===== src/rtl/input_cond_pkg.sv =====
// input_cond_pkg: shared defaults and counter-width helper for the input conditioner
package input_cond_pkg;
  localparam int DEBOUNCE_CYCLES_DEF = 4;
  localparam int PRESCALE_DEF = 1;
  // A counter that must reach n-1 needs $clog2(n) bits; keep at least one bit so n=1 still elaborates.
  function automatic int cnt_width(input int n);
    return (n > 1) ? $clog2(n) : 1;
  endfunction
endpackage


===== src/rtl/debounce_ch.sv =====
// debounce_ch: one channel's two-flop synchroniser, debounce counter, level and rise/fall strobes
// ports: clk, reset (async active-low), tick (sample enable), raw_in (async level),
//        level (debounced), rise/fall (one-cycle strobes on level change)
module debounce_ch
  import input_cond_pkg::*;
#(
  parameter int DEBOUNCE_CYCLES = DEBOUNCE_CYCLES_DEF
) (
  input  logic clk,
  input  logic reset,
  input  logic tick,
  input  logic raw_in,
  output logic level,
  output logic rise,
  output logic fall
);
  localparam int CW = cnt_width(DEBOUNCE_CYCLES);
  localparam logic [CW-1:0] LAST = CW'(DEBOUNCE_CYCLES - 1);
  logic s1_q, s2_q, level_q, level_d, rise_q, rise_d, fall_q, fall_d, mismatch, done;
  logic [CW-1:0] cnt_q, cnt_d;
  // done marks the tick that completes a full run of mismatching samples; strobes derive from it
  // so they coincide with the first cycle the new level is visible.
  always_comb begin
    mismatch = s2_q ^ level_q;
    done     = tick & mismatch & (cnt_q == LAST);
    cnt_d    = !tick ? cnt_q : (!mismatch || done) ? '0 : cnt_q + 1'b1;
    level_d  = done ? s2_q : level_q;
    rise_d   = done & s2_q;
    fall_d   = done & ~s2_q;
  end
  always_ff @(posedge clk or negedge reset) begin
    if (!reset) begin
      s1_q    <= 1'b0;
      s2_q    <= 1'b0;
      cnt_q   <= '0;
      level_q <= 1'b0;
      rise_q  <= 1'b0;
      fall_q  <= 1'b0;
    end else begin
      s1_q    <= raw_in;
      s2_q    <= s1_q;
      cnt_q   <= cnt_d;
      level_q <= level_d;
      rise_q  <= rise_d;
      fall_q  <= fall_d;
    end
  end
  assign level = level_q;
  assign rise  = rise_q;
  assign fall  = fall_q;
endmodule


===== src/rtl/input_conditioner.sv =====
// input_conditioner: synchronises and debounces WIDTH raw inputs with a shared sample-tick prescaler
// ports: clk, reset (async active-low), raw_in[WIDTH] (async levels),
//        level[WIDTH] (debounced), rise/fall[WIDTH] (one-cycle strobes)
module input_conditioner
  import input_cond_pkg::*;
#(
  parameter int WIDTH           = 2,
  parameter int DEBOUNCE_CYCLES = DEBOUNCE_CYCLES_DEF,
  parameter int PRESCALE        = PRESCALE_DEF
) (
  input  logic             clk,
  input  logic             reset,
  input  logic [WIDTH-1:0] raw_in,
  output logic [WIDTH-1:0] level,
  output logic [WIDTH-1:0] rise,
  output logic [WIDTH-1:0] fall
);
  localparam int PW = cnt_width(PRESCALE);
  logic [PW-1:0] pcnt_q, pcnt_d;
  logic tick;
  // With PRESCALE=1 the counter is pinned at 0 and tick stays high every cycle.
  always_comb begin
    tick   = pcnt_q == PW'(PRESCALE - 1);
    pcnt_d = tick ? '0 : pcnt_q + 1'b1;
  end
  always_ff @(posedge clk or negedge reset) begin
    if (!reset) pcnt_q <= '0;
    else pcnt_q <= pcnt_d;
  end
  for (genvar i = 0; i < WIDTH; i++) begin : g_ch
    debounce_ch #(.DEBOUNCE_CYCLES(DEBOUNCE_CYCLES)) u_ch (
      .clk   (clk),
      .reset (reset),
      .tick  (tick),
      .raw_in(raw_in[i]),
      .level (level[i]),
      .rise  (rise[i]),
      .fall  (fall[i])
    );
  end
endmodule


===== config.mk =====
export PLATFORM = sky130hd
export DESIGN_NAME = input_conditioner
export DESIGN_NICKNAME = d
export VERILOG_FILES = /design/src/rtl/input_cond_pkg.sv /design/src/rtl/debounce_ch.sv /design/src/rtl/input_conditioner.sv
export SDC_FILE = /design/constraint.sdc
export NUM_CORES = 1
export LEC_CHECK = 0
export ABC_AREA = 1
export BUFFER_PORTS_ARGS = -buffer_cell sky130_fd_sc_hd__buf_2
export CORE_AREA = 2 2 39 41
export CTS_CLUSTER_DIAMETER = 50
export DETAILED_ROUTE_END_ITERATION = 8
export DIE_AREA = 0 0 41 43
export MAX_ROUTING_LAYER = met4
export SLEW_MARGIN = 10
export SYNTH_ARGS = -nofsm -noshare
export SYNTH_HDL_FRONTEND = slang
export SYNTH_SLANG_ARGS = --single-unit

===== constraint.sdc =====
create_clock -name clk -period 1 [get_ports clk]
set_input_delay 0.1 -clock clk [delete_from_list [all_inputs] [get_ports clk]]
set_output_delay 0.1 -clock clk [all_outputs]
set_load 0.1 [all_outputs]

Yosys cells after proc, flatten, opt, wreduce, memory -nomap -nowiden
Index checks and enable logic that the tools add are counted.

Flip-flop bits (word level): 15. Word-level logic and storage cells: 38.

$add $sub $neg: 3. Eq/ne operators: 2. Multiplexer cells: 3. Bitwise operators: 13. Reductions and logical operators: 4.

Operators with widths (number): AND 1 bit (8); adder 2 x 1 -> 2 bit, second input constant (2); equality test 2 bit, second input constant (2); two-way mux 2 bit (2); inverter 1 bit (3); zero test 1 bit (2); logical OR 1 bit (2); bitwise XOR 1 bit (2); adder 1 bit, second input constant (1); two-way mux 1 bit (1).

Depth between registers and ports, before layout
Gate-level depths: netlist (run 1).

Depth in word-level cells: 5. Mapped depth: 5. Depth with buffers taken out: 5.

Modules after synthesis
A second synthesis (run 1) with hierarchy kept.

Cells, all modules: 57. Area, all modules: 541.8 µm².

By module, submodules not included: debounce_ch (instances 2, cells each 28, area an instance 269.0 µm²); input_conditioner (instances 1, cells each 1, area an instance 3.8 µm²).

Worst setup path before layout (run 1)
OpenSTA, ideal clock, no wires.

Path type: reg2reg. Start point: reg g_ch[0].u_ch.cnt_q[0]. End point: reg g_ch[0].u_ch.cnt_q[0]. Setup time: 0.071 ns. Arrival: 0.768 ns. Required time: 0.929 ns. Setup slack: 0.161 ns. Stages on the path, launching flop included: 5. Path buffers: 0. Path through: dfrtp_1 > ha_1 > inv_2 > nand2_1 > nor2_1.

Word-level cells in the longest chain between the ends: 4. Elaborated cells on any way between the ends: 5. Classes of those cells: add/sub: 1; eq/ne: 1; mux: 1; bitwise: 1; reduce/logical: 1.

Ends and longest elaborated chain: from (decl) (line debounce_ch.sv:20) `logic [CW-1:0] cnt_q, cnt_d;`; from (signal assigned) (line debounce_ch.sv:42) `cnt_q <= cnt_d;`; equality test 2 bit (line debounce_ch.sv:25) `done = tick & mismatch & (cnt_q == LAST);`; AND 1 bit (line debounce_ch.sv:25); logical OR 1 bit (line debounce_ch.sv:26) `cnt_d = !tick ? cnt_q : (!mismatch || done) ? '0 : cnt_q + 1'b1;`; two-way mux 2 bit (*) (line debounce_ch.sv:26).

Every way passes the cells marked *; elsewhere a longest branch is shown, timed or not. A chain may end at the register's enable or synchronous reset.

Final worst setup path (run 1)
Start point: reg g_ch[1].u_ch.level_q. End point: out level[1].

RTL lines: from (decl) (line debounce_ch.sv:19) `logic s1_q, s2_q, level_q, level_d, rise_q, rise_d, fall_q, fall_d, mismatch, done;`; from (signal assigned) (line debounce_ch.sv:43) `level_q <= level_d;`; to (decl) (line input_conditioner.sv:14) `output logic [WIDTH-1:0] level,`.

No word-level cell between the ends.

==> results of run 1 <==
-- worst min-delay path by stage --
stage	slack, ns	endpoint	start
2_1_floorplan	-0.20	g_ch[0].u_ch.cnt_q[0]$_DFF_PN0_	reset
3_3_place_gp	0.004	g_ch[0].u_ch.level$_DFFE_PN0P_	reset
3_5_place_dp	0.005	g_ch[0].u_ch.fall$_DFF_PN0_	reset
4_1_cts	0.23	g_ch[0].u_ch.rise$_DFF_PN0_	reset
5_1_grt	0.26	g_ch[0].u_ch.s2_q$_DFF_PN0_	reset
6_report	0.24	g_ch[0].u_ch.fall$_DFF_PN0_	reset
-- sequential cells by signal (all words and copies together) (netlist names) --
name / count
g_ch.u_ch.s1_q: 2
g_ch.u_ch.fall: 2
g_ch.u_ch.s2_q: 2
g_ch.u_ch.level: 2
g_ch.u_ch.rise: 2
g_ch.u_ch.cnt_q: 4
-- cells in the final DEF, fill, tap and decap left out, drive strengths merged --
cell type    Yosys  routed
dfrtp           14      14
nand2           10      10
dlygate4sd3      0       3
o21ai            2       2
clkbuf           0       4
nor2             8       8
inv              8       8
ha               2       2
buf              6      10
-- power by group --
part           switching (mW)  internal (mW)  leakage, nW
combinational           0.523          0.296        0.167
clock                   0.168          0.221       0.0210
sequential             0.0795          0.678        0.179
total                   0.770           1.20        0.367
-- per-stage QoR --
| stage | instance area (um^2) | power (mW) | hold slack [ns] |
|---|---|---|---|
| 4_1_cts | 711.9 | 1.996 | 0.2314 |
| 3_5_place_dp | 638.1 | 1.559 | 0.004765 |
| 2_1_floorplan | 528.0 | 1.345 | -0.1956 |
| 5_1_grt | 711.9 | 2.087 | 0.2623 |
| 6_report | 711.9 | 1.966 | 0.2409 |
| 3_3_place_gp | 638.1 | 1.540 | 0.004407 |
-- kinds of logic (layout without fill, tap and decap cells) --
kind of cell,Yosys count,in the layout
compound gates,2,2
buf+inv,14,25
fa+ha+maj,2,2
simple gates,18,18
flops,14,14
-- routing by layer --
metal  up-vias  wire, um
li1        164         -
met1       147       268
met2         8       312
met3         2        33
met4         0        15
met5         -         0
-- repair_timing --
action                                 4_1_cts  5_1_grt
pin swaps                                    0        1
setup endpoints to repair                    2        4
endpoints found under the hold margin       16        0
resized for setup                            0        1
buffers inserted                             1        0
hold buffers                                 3        0
-- area by class of cell --
class,instances,area (um^2),area share
flip-flops and latches,14,350.3,0.4921
clock buffers,4,36.28,0.05097
inverters,8,30.03,0.04218
repair buffers,13,172.7,0.2425
multi-input cells,22,102.6,0.1441
well taps,16,20.02,0.02812
==> results.yml, run 1 <==
global_routing:
  met3_usage: 0.04712
  grt_pass1_vias: 298
  met2_usage: 0.1344
  grtUsageMet1: 0.1076
  grtUsageTotal: 0.1128
  grt_max_degree: 15
  grt_pass1_wl_um: 1097
  grt-busiest-layer: "met4"
  overflow: 0
  antenna_found_initial: 0
place:
  detailedPlace.worstSlack_ns: 0.08042
  portBuffers: 9
  globalplace.congestion: 0.7144
  hpwl_um: 461.9
  dp.cells: 69
worst_setup_path:
  crit_required_ns: 0.90
  r2r_end: "g_ch[0].u_ch.cnt_q[0]$_DFF_PN0_"
  r2r_cells: 6
  worst_setup_path_end_kind: "output pin"
  critPathBufInv: 1
  cp.depth: 1
  critPathKind: "register to output pin"
  slowest_stage: "dfrtp_1"
  arrival_ns: 0.88
  reg2reg_from: "g_ch[0].u_ch.level$_DFFE_PN0P_"
  cp_cell_sequence: "buf_12"
  cpPeakStageDelay_ns: 0.42
  crit_fanout: 3
  rrSetupSlack_ns: 0.05
  cp_top_family: "flip-flops"
  crit_start: "g_ch[1].u_ch.level$_DFFE_PN0P_"
  worstSetupEndpoint: "level[1]"
  worstSetupStartpointType: "register"
drt:
  drt-initial-drc-count: 3
  dr.pass1.iters: 3
  num_vias: 321
  ant_nets: 0
  vias_per_cell: 4.169
  totalWireLength_um: 629
  wl_per_cell_um: 8.169
  drc: 0
yosys:
  synth-seq-cells: 14
  synth_ff_type: "dfrtp_1"
  synth_edf_count: 0
  ys_warn_count: 0
  syn-num-nets: 56
  synthAdderAreaFrac: 0.04739
  synthTopCellsByCount: "dfrtp_1, nand2_1, nor2_1"
  postSynthCellCount: 50
  synthDistinctLibCells: 8
  yosysSeqAreaShare: 0.6635
  synth_top_family_by_area: "buffers and inverters"
  synth_simple_gate_area_frac: 0.1280
  avgSynthCellArea_um2: 10.56
  synth_area_um2: 528.0
  async_flop_share: 1.000
  synth_top_area_frac: 0.6635
  ys_top_cells_by_area: "dfrtp_1, buf_4, nand2_1"
  synth_xor_area_frac: 0
  muxShareOfSynthArea: 0
  synth_compound_area_frac: 0.01896
  yosysMostFrequentCell: "dfrtp_1"
  synth_largest_area_cell: "dfrtp_1"
finish:
  area_growth_pct: 34.83
  n_antenna_cell: 0
  layout.nets: 68
  post-route-util: 0.5145
  fin_cells: 77
  fill_cells: 115
  drive_gt1_frac: 0.2787
clock_tree:
  clockBufferDepth: 2
  cts_sinks: 14
  cts_tree: "built"
  clk_latency_ns: 0.27
  cts_root_buf: "clkbuf_4"
  cts_buffers: 3
  clk_pin_slew_ns: 0.08
  htree_levels: 1
power:
  peakVddDrop_mv: 1.215
  p_leak_nw: 0.3671
  powerDensity_nw_per_um2: 2761
floorplan:
  ios: 10
  row_count: 14
  core_um2: 1384
  die_w_um: 41
  initial_core_util: 0.3816
  fp.dieH_um: 43
  die-area_um2: 1763
timing:
  clock_skew_ns: 0.001076
  rsz0062_at_grt: "true"
  finalCritPeriodShare: 0.9801
  tns_ns: 0
  hold_viol: 0
  fmax_ghz: 1.020
  period_minus_slack_ns: 0.9801
  worst_slack_ns: 0.01987
  finalSetupViolCount: 0
  worst_pin_slew_ns: 0.2954
  slew_viol_final: 0
  relSlewSlack: 0.8031
status:
  status: "finished, final reports clean"
job:
  maxCapViolations: 0
worst_hold_path:
  hold_path_class: "primary input to async pin"
Power figures use the tool's default switching activity.
==> run 2, diff against run 1 <==
--- a/config.mk
+++ b/config.mk
@@ -7,10 +7,9 @@
 export LEC_CHECK = 0
 export ABC_AREA = 1
 export BUFFER_PORTS_ARGS = -buffer_cell sky130_fd_sc_hd__buf_2
-export CORE_AREA = 2 2 39 41
+export CORE_UTILIZATION = 35
 export CTS_CLUSTER_DIAMETER = 50
 export DETAILED_ROUTE_END_ITERATION = 8
-export DIE_AREA = 0 0 41 43
 export MAX_ROUTING_LAYER = met4
 export SLEW_MARGIN = 10
 export SYNTH_ARGS = -nofsm -noshare
==> constraint.sdc (replaced) <==
create_clock -name clk -period 0.9 [get_ports clk]
set_input_delay 0.09 -clock clk [delete_from_list [all_inputs] [get_ports clk]]
set_output_delay 0.09 -clock clk [all_outputs]
set_load 0.1 [all_outputs]
==> results.yml, run 2 (synthesis results as in run 1) <==
global_routing:
  overflow: 0
  grtUsageTotal: 0.1311
  grt_pass1_vias: 320
  antenna_found_initial: 0
  grt_pass1_wl_um: 1228
  grt_max_degree: 15
worst_setup_path:
  critPathKind: "register to output pin"
  arrival_ns: 0.89
  slowest_stage: "dfrtp_1"
  rrSetupSlack_ns: -0.01
  cp_top_family: "flip-flops"
  r2r_end: "g_ch[1].u_ch.cnt_q[0]$_DFF_PN0_"
  crit_required_ns: 0.81
  worstSetupStartpointType: "register"
  crit_fanout: 3
  cp_cell_sequence: "buf_12"
  critPathBufInv: 1
  worst_setup_path_end_kind: "output pin"
  crit_start: "g_ch[0].u_ch.level$_DFFE_PN0P_"
  cp.depth: 1
  cpPeakStageDelay_ns: 0.42
  r2r_cells: 6
  reg2reg_from: "g_ch[1].u_ch.level$_DFFE_PN0P_"
drt:
  totalWireLength_um: 660
  num_vias: 317
  wl_per_cell_um: 8.462
  dr.pass1.iters: 2
  drc: 0
  drt-initial-drc-count: 4
  ant_nets: 0
  vias_per_cell: 4.064
status:
  violations: "setup timing"
  status: "finished, violations left"
finish:
  largest_reg_flops: 4
  fill_cells: 112
  n_antenna_cell: 0
  final_cell_mix: "dfrtp_1, nand2_1, nor2_1"
  regMostFlops: "g_ch.u_ch.cnt_q"
  layout_commonest_cell: "dfrtp_1"
  area_growth_pct: 43.13
  final_area_um2: 755.7
  layout.nets: 70
  drive_gt1_frac: 0.3968
floorplan:
  core_um2: 1350
  fp.dieH_um: 40.84
  ios: 10
  die-area_um2: 1668
  die_w_um: 40.84
  initial_core_util: 0.3911
  row_count: 13
clock_tree:
  cts_buffers: 3
  clockBufferDepth: 2
  cts_tree: "built"
  cts_root_buf: "clkbuf_4"
  cts_sinks: 14
  htree_levels: 1
  clk_latency_ns: 0.27
  clk_pin_slew_ns: 0.08
timing:
  hold_viol: 0
  rsz0062_at_grt: "true"
  worst_pin_slew_ns: 0.2949
  fmax_ghz: 1.017
  clock_skew_ns: 0.002589
  worst_slack_ns: -0.08293
  finalCritPeriodShare: 1.092
  relSlewSlack: 0.8034
  slew_viol_final: 0
  finalSetupViolCount: 7
  period_minus_slack_ns: 0.9829
power:
  powerDensity_nw_per_um2: 3051
  p_leak_nw: 0.3783
  peakVddDrop_mv: 1.591
place:
  portBuffers: 9
  globalplace.congestion: 0.6720
  hpwl_um: 448.4
  place_area_um2: 636.9
  detailedPlace.worstSlack_ns: -0.001585
worst_hold_path:
  hold_path_class: "primary input to async pin"
job:
  maxCapViolations: 0
==> run 2: cell type report <==
class | count | area [um^2] | share of cell area
Inverter | 8 | 32.53 | 0.04305
Clock buffer | 4 | 36.28 | 0.04801
Multi-Input combinational cell | 22 | 122.6 | 0.1623
Timing Repair Buffer | 15 | 195.2 | 0.2583
Sequential cell | 14 | 350.3 | 0.4636
Tap cell | 15 | 18.77 | 0.02483
==> run 2: worst max path at each step <==
stage / to / slack, ns
after floorplan: g_ch[0].u_ch.cnt_q[0]$_DFF_PN0_ / 0.06
after global placement: g_ch[1].u_ch.cnt_q[0]$_DFF_PN0_ / 0.01
after detailed placement: g_ch[1].u_ch.cnt_q[1]$_DFF_PN0_ / -0.002
after CTS: level[0] / -0.1
after global routing: level[0] / -0.12
final: level[0] / -0.08
==> run 2: per-stage QoR <==
step | hold slack [ns] | instances | total power [mW] | TNS [ns] | utilization
CTS | 0.2277 | 78 | 2.282 | -0.4348 | 0.5440
finish | 0.2253 | 78 | 2.306 | -0.2998 | 0.5598
detailed placement | -0.001495 | 68 | 1.727 | -0.001921 | 0.4717
global placement | -0.009060 | 68 | 1.714 | 0 | 0.4717
global route | 0.2409 | 78 | 2.469 | -0.8063 | 0.5598
floorplan | -0.2056 | 50 | 1.494 | 0 | -
==> run 2: what timing repair did <==
action	in CTS	in global routing
resized for setup	4	7
hold endpoints to repair	16	0
pin swaps	3	5
hold buffers	3	0
buffers inserted	3	0
endpoints found under the setup margin	10	13
==> run 2: where the power goes <==
group	leakage (nW)	total (mW)	internal (mW)	switching, mW
Clock	0.0210	0.432	0.246	0.186
Combinational	0.178	1.02	0.406	0.619
Sequential	0.179	0.849	0.754	0.0952
==> run 2: per-layer routing <==
layer / wire (um) / track usage / up-vias
met5: 0 / - / -
met3: 47 / 0.09783 / 2
met4: 14 / 0.07500 / 0
li1: - / - / 170
met2: 298 / 0.2031 / 11
met1: 301 / 0.1115 / 134
==> run 3, diff against run 2 <==
--- a/config.mk
+++ b/config.mk
@@ -5,7 +5,6 @@
 export SDC_FILE = /design/constraint.sdc
 export NUM_CORES = 1
 export LEC_CHECK = 0
-export ABC_AREA = 1
 export BUFFER_PORTS_ARGS = -buffer_cell sky130_fd_sc_hd__buf_2
 export CORE_UTILIZATION = 35
 export CTS_CLUSTER_DIAMETER = 50
==> results.yml, run 3 <==
status:
  status: "finished, violations left"
  violations: "setup timing"
yosys:
  synth-seq-cells: 14
  yosysMostFrequentCell: "dfrtp_1"
  synth_area_um2: 520.5
  synth_top_area_frac: 0.6731
  synth_largest_area_cell: "dfrtp_1"
  ys_warn_count: 0
  synth_edf_count: 0
  yosysSeqAreaShare: 0.6731
  avgSynthCellArea_um2: 13.70
  synth_ff_type: "dfrtp_1"
  postSynthCellCount: 38
  syn-num-nets: 44
  ys_top_cells_by_area: "dfrtp_1, buf_4, ha_1"
  synthDistinctLibCells: 11
  synthTopCellsByCount: "dfrtp_1, buf_4"
  async_flop_share: 1.000
drt:
  ant_nets: 0
  wl_per_cell_um: 13.25
  drt-initial-drc-count: 0
  vias_per_cell: 4.855
  dr.pass1.iters: 1
  drc: 0
  num_vias: 335
  totalWireLength_um: 914
timing:
  relSlewSlack: 0.7953
  hold_viol: 0
  rsz0062_at_grt: "true"
  finalCritPeriodShare: 1.178
  period_minus_slack_ns: 1.061
  fmax_ghz: 0.9429
  slew_viol_final: 0
  clock_skew_ns: 0.006782
  finalSetupViolCount: 9
  tns_ns: -0.5748
  worst_pin_slew_ns: 0.3070
  worst_slack_ns: -0.1606
  whs_ns: 0.2372
worst_setup_path:
  worst_setup_path_end_kind: "output pin"
  crit_required_ns: 0.81
  crit_fanout: 2
  cpPeakStageDelay_ns: 0.41
  arrival_ns: 0.97
  worstSetupStartpointType: "register"
  critPathKind: "register to output pin"
  slowest_stage: "dfrtp_1"
  cp_cell_sequence: "buf_6 -> buf_12"
  r2r_cells: 3
global_routing:
  grt_max_degree: 15
  grt-busiest-layer: "met2"
  grt_pass1_vias: 313
  antenna_found_initial: 0
  met2_usage: 0.1944
  overflow: 0
  grtUsageTotal: 0.1331
  grtUsageMet1: 0.1560
  met3_usage: 0.03333
  grt_pass1_wl_um: 1331
floorplan:
  die-area_um2: 1646
  ios: 10
  core_um2: 1350
  fp.dieH_um: 40.57
  row_count: 13
  initial_core_util: 0.3855
  die_w_um: 40.57
finish:
  post-route-util: 0.6265
  layout.nets: 61
  layout_commonest_cell: "dfrtp_1"
  drive_gt1_frac: 0.6296
  area_growth_pct: 62.50
  regMostFlops: "g_ch.u_ch.cnt_q"
  final_cell_mix: "dfrtp_1, buf_12, nor3b_2, buf_4"
  largest_reg_flops: 4
  fill_cells: 89
  n_antenna_cell: 0
clock_tree:
  cts_root_buf: "clkbuf_4"
  cts_tree: "built"
  clk_pin_slew_ns: 0.08
  cts_buffers: 3
  cts_sinks: 14
  clockBufferDepth: 2
  clk_latency_ns: 0.28
  htree_levels: 1
worst_hold_path:
  hold_path_class: "primary input to async pin"
power:
  peakVddDrop_mv: 1.651
  powerDensity_nw_per_um2: 3193
  p_total_mw: 2.701
  p_leak_nw: 0.3798
place:
  hpwl_um: 505.5
  detailedPlace.worstSlack_ns: -0.03573
  globalplace.congestion: 0.6133
  portBuffers: 9
job:
  maxCapViolations: 0
==> run 3: changes by cell type in the layout (fill, tap and decap cells not counted), sizes merged <==
cell   delta
nand2     -8
inv       -6
nor2      -6
nor3b     +4
buf       +3
nor3      +2
xnor2     +2
==> run 3: final cells by class <==
class	instances	area, um^2	share of cell area
repair buffers	18	217.7	0.2574
flip-flops and latches	14	350.3	0.4142
inverters	2	10.01	0.01183
multi-input cells	16	212.7	0.2515
well taps	15	18.77	0.02219
clock buffers	4	36.28	0.04290
==> run 3: worst max-delay path: cells and delay by family (launching register included) <==
family,cells,cell delay [ns]
flip-flops,1,0.41
buffers and inverters,2,0.28
==> run 3: worst paths after layout <==
| kind | endpoint | slack, ns | startpoint |
|---|---|---|---|
| max in group asynchronous | g_ch[0].u_ch.s2_q$_DFF_PN0_ | 0.42 | reset |
| min in group clk | g_ch[1].u_ch.s2_q$_DFF_PN0_ | 0.36 | g_ch[1].u_ch.s1_q$_DFF_PN0_ |
| worst max-delay path | level[1] | -0.16 | g_ch[1].u_ch.level$_DFFE_PN0P_ |
| worst max register to register | g_ch[1].u_ch.cnt_q[0]$_DFF_PN0_ | -0.06 | g_ch[1].u_ch.level$_DFFE_PN0P_ |
| worst min register to register | g_ch[1].u_ch.s2_q$_DFF_PN0_ | 0.36 | g_ch[1].u_ch.s1_q$_DFF_PN0_ |
| worst min-delay path | g_ch[0].u_ch.cnt_q[0]$_DFF_PN0_ | 0.24 | reset |
==> run 3: cell families (layout without fill, tap and decap cells) <==
group / count (synthesis) / after routing / synth area share
AO/OA/AOI/OAI: 2 / 2 / 0.01923
XOR/XNOR: 2 / 2 / 0.03366
adder cells (fa/ha/maj): 2 / 2 / 0.04807
buffers and inverters: 8 / 24 / 0.1010
flip-flops: 14 / 14 / 0.6731
AND/OR/NAND/NOR: 10 / 10 / 0.1250
==> run 3: repair_timing <==
item	CTS	global route
resized for setup	12	11
pin swaps	2	2
buffers inserted	4	1
setup endpoints to repair	14	14
hold buffers	3	0
hold endpoints to repair	16	0
==> run 3: per-layer routing <==
metal	share of wire	vias up
met5	0	-
met3	0.034	4
met4	0.021	0
li1	-	151
met1	0.43	170
met2	0.51	10
==> run 3: through the flow <==
step / instance area (um^2) / instances
floorplan: 520.5 / 38
global placement: 644.4 / 58
detailed placement: 644.4 / 58
CTS: 808.3 / 69
global route: 845.8 / 69
finish: 845.8 / 69
==> run 3: power by group <==
part,internal (mW),leakage (nW),switching [mW]
clock network,0.246,0.0210,0.194
logic,0.657,0.180,0.723
registers,0.760,0.179,0.121
total,1.66,0.380,1.04
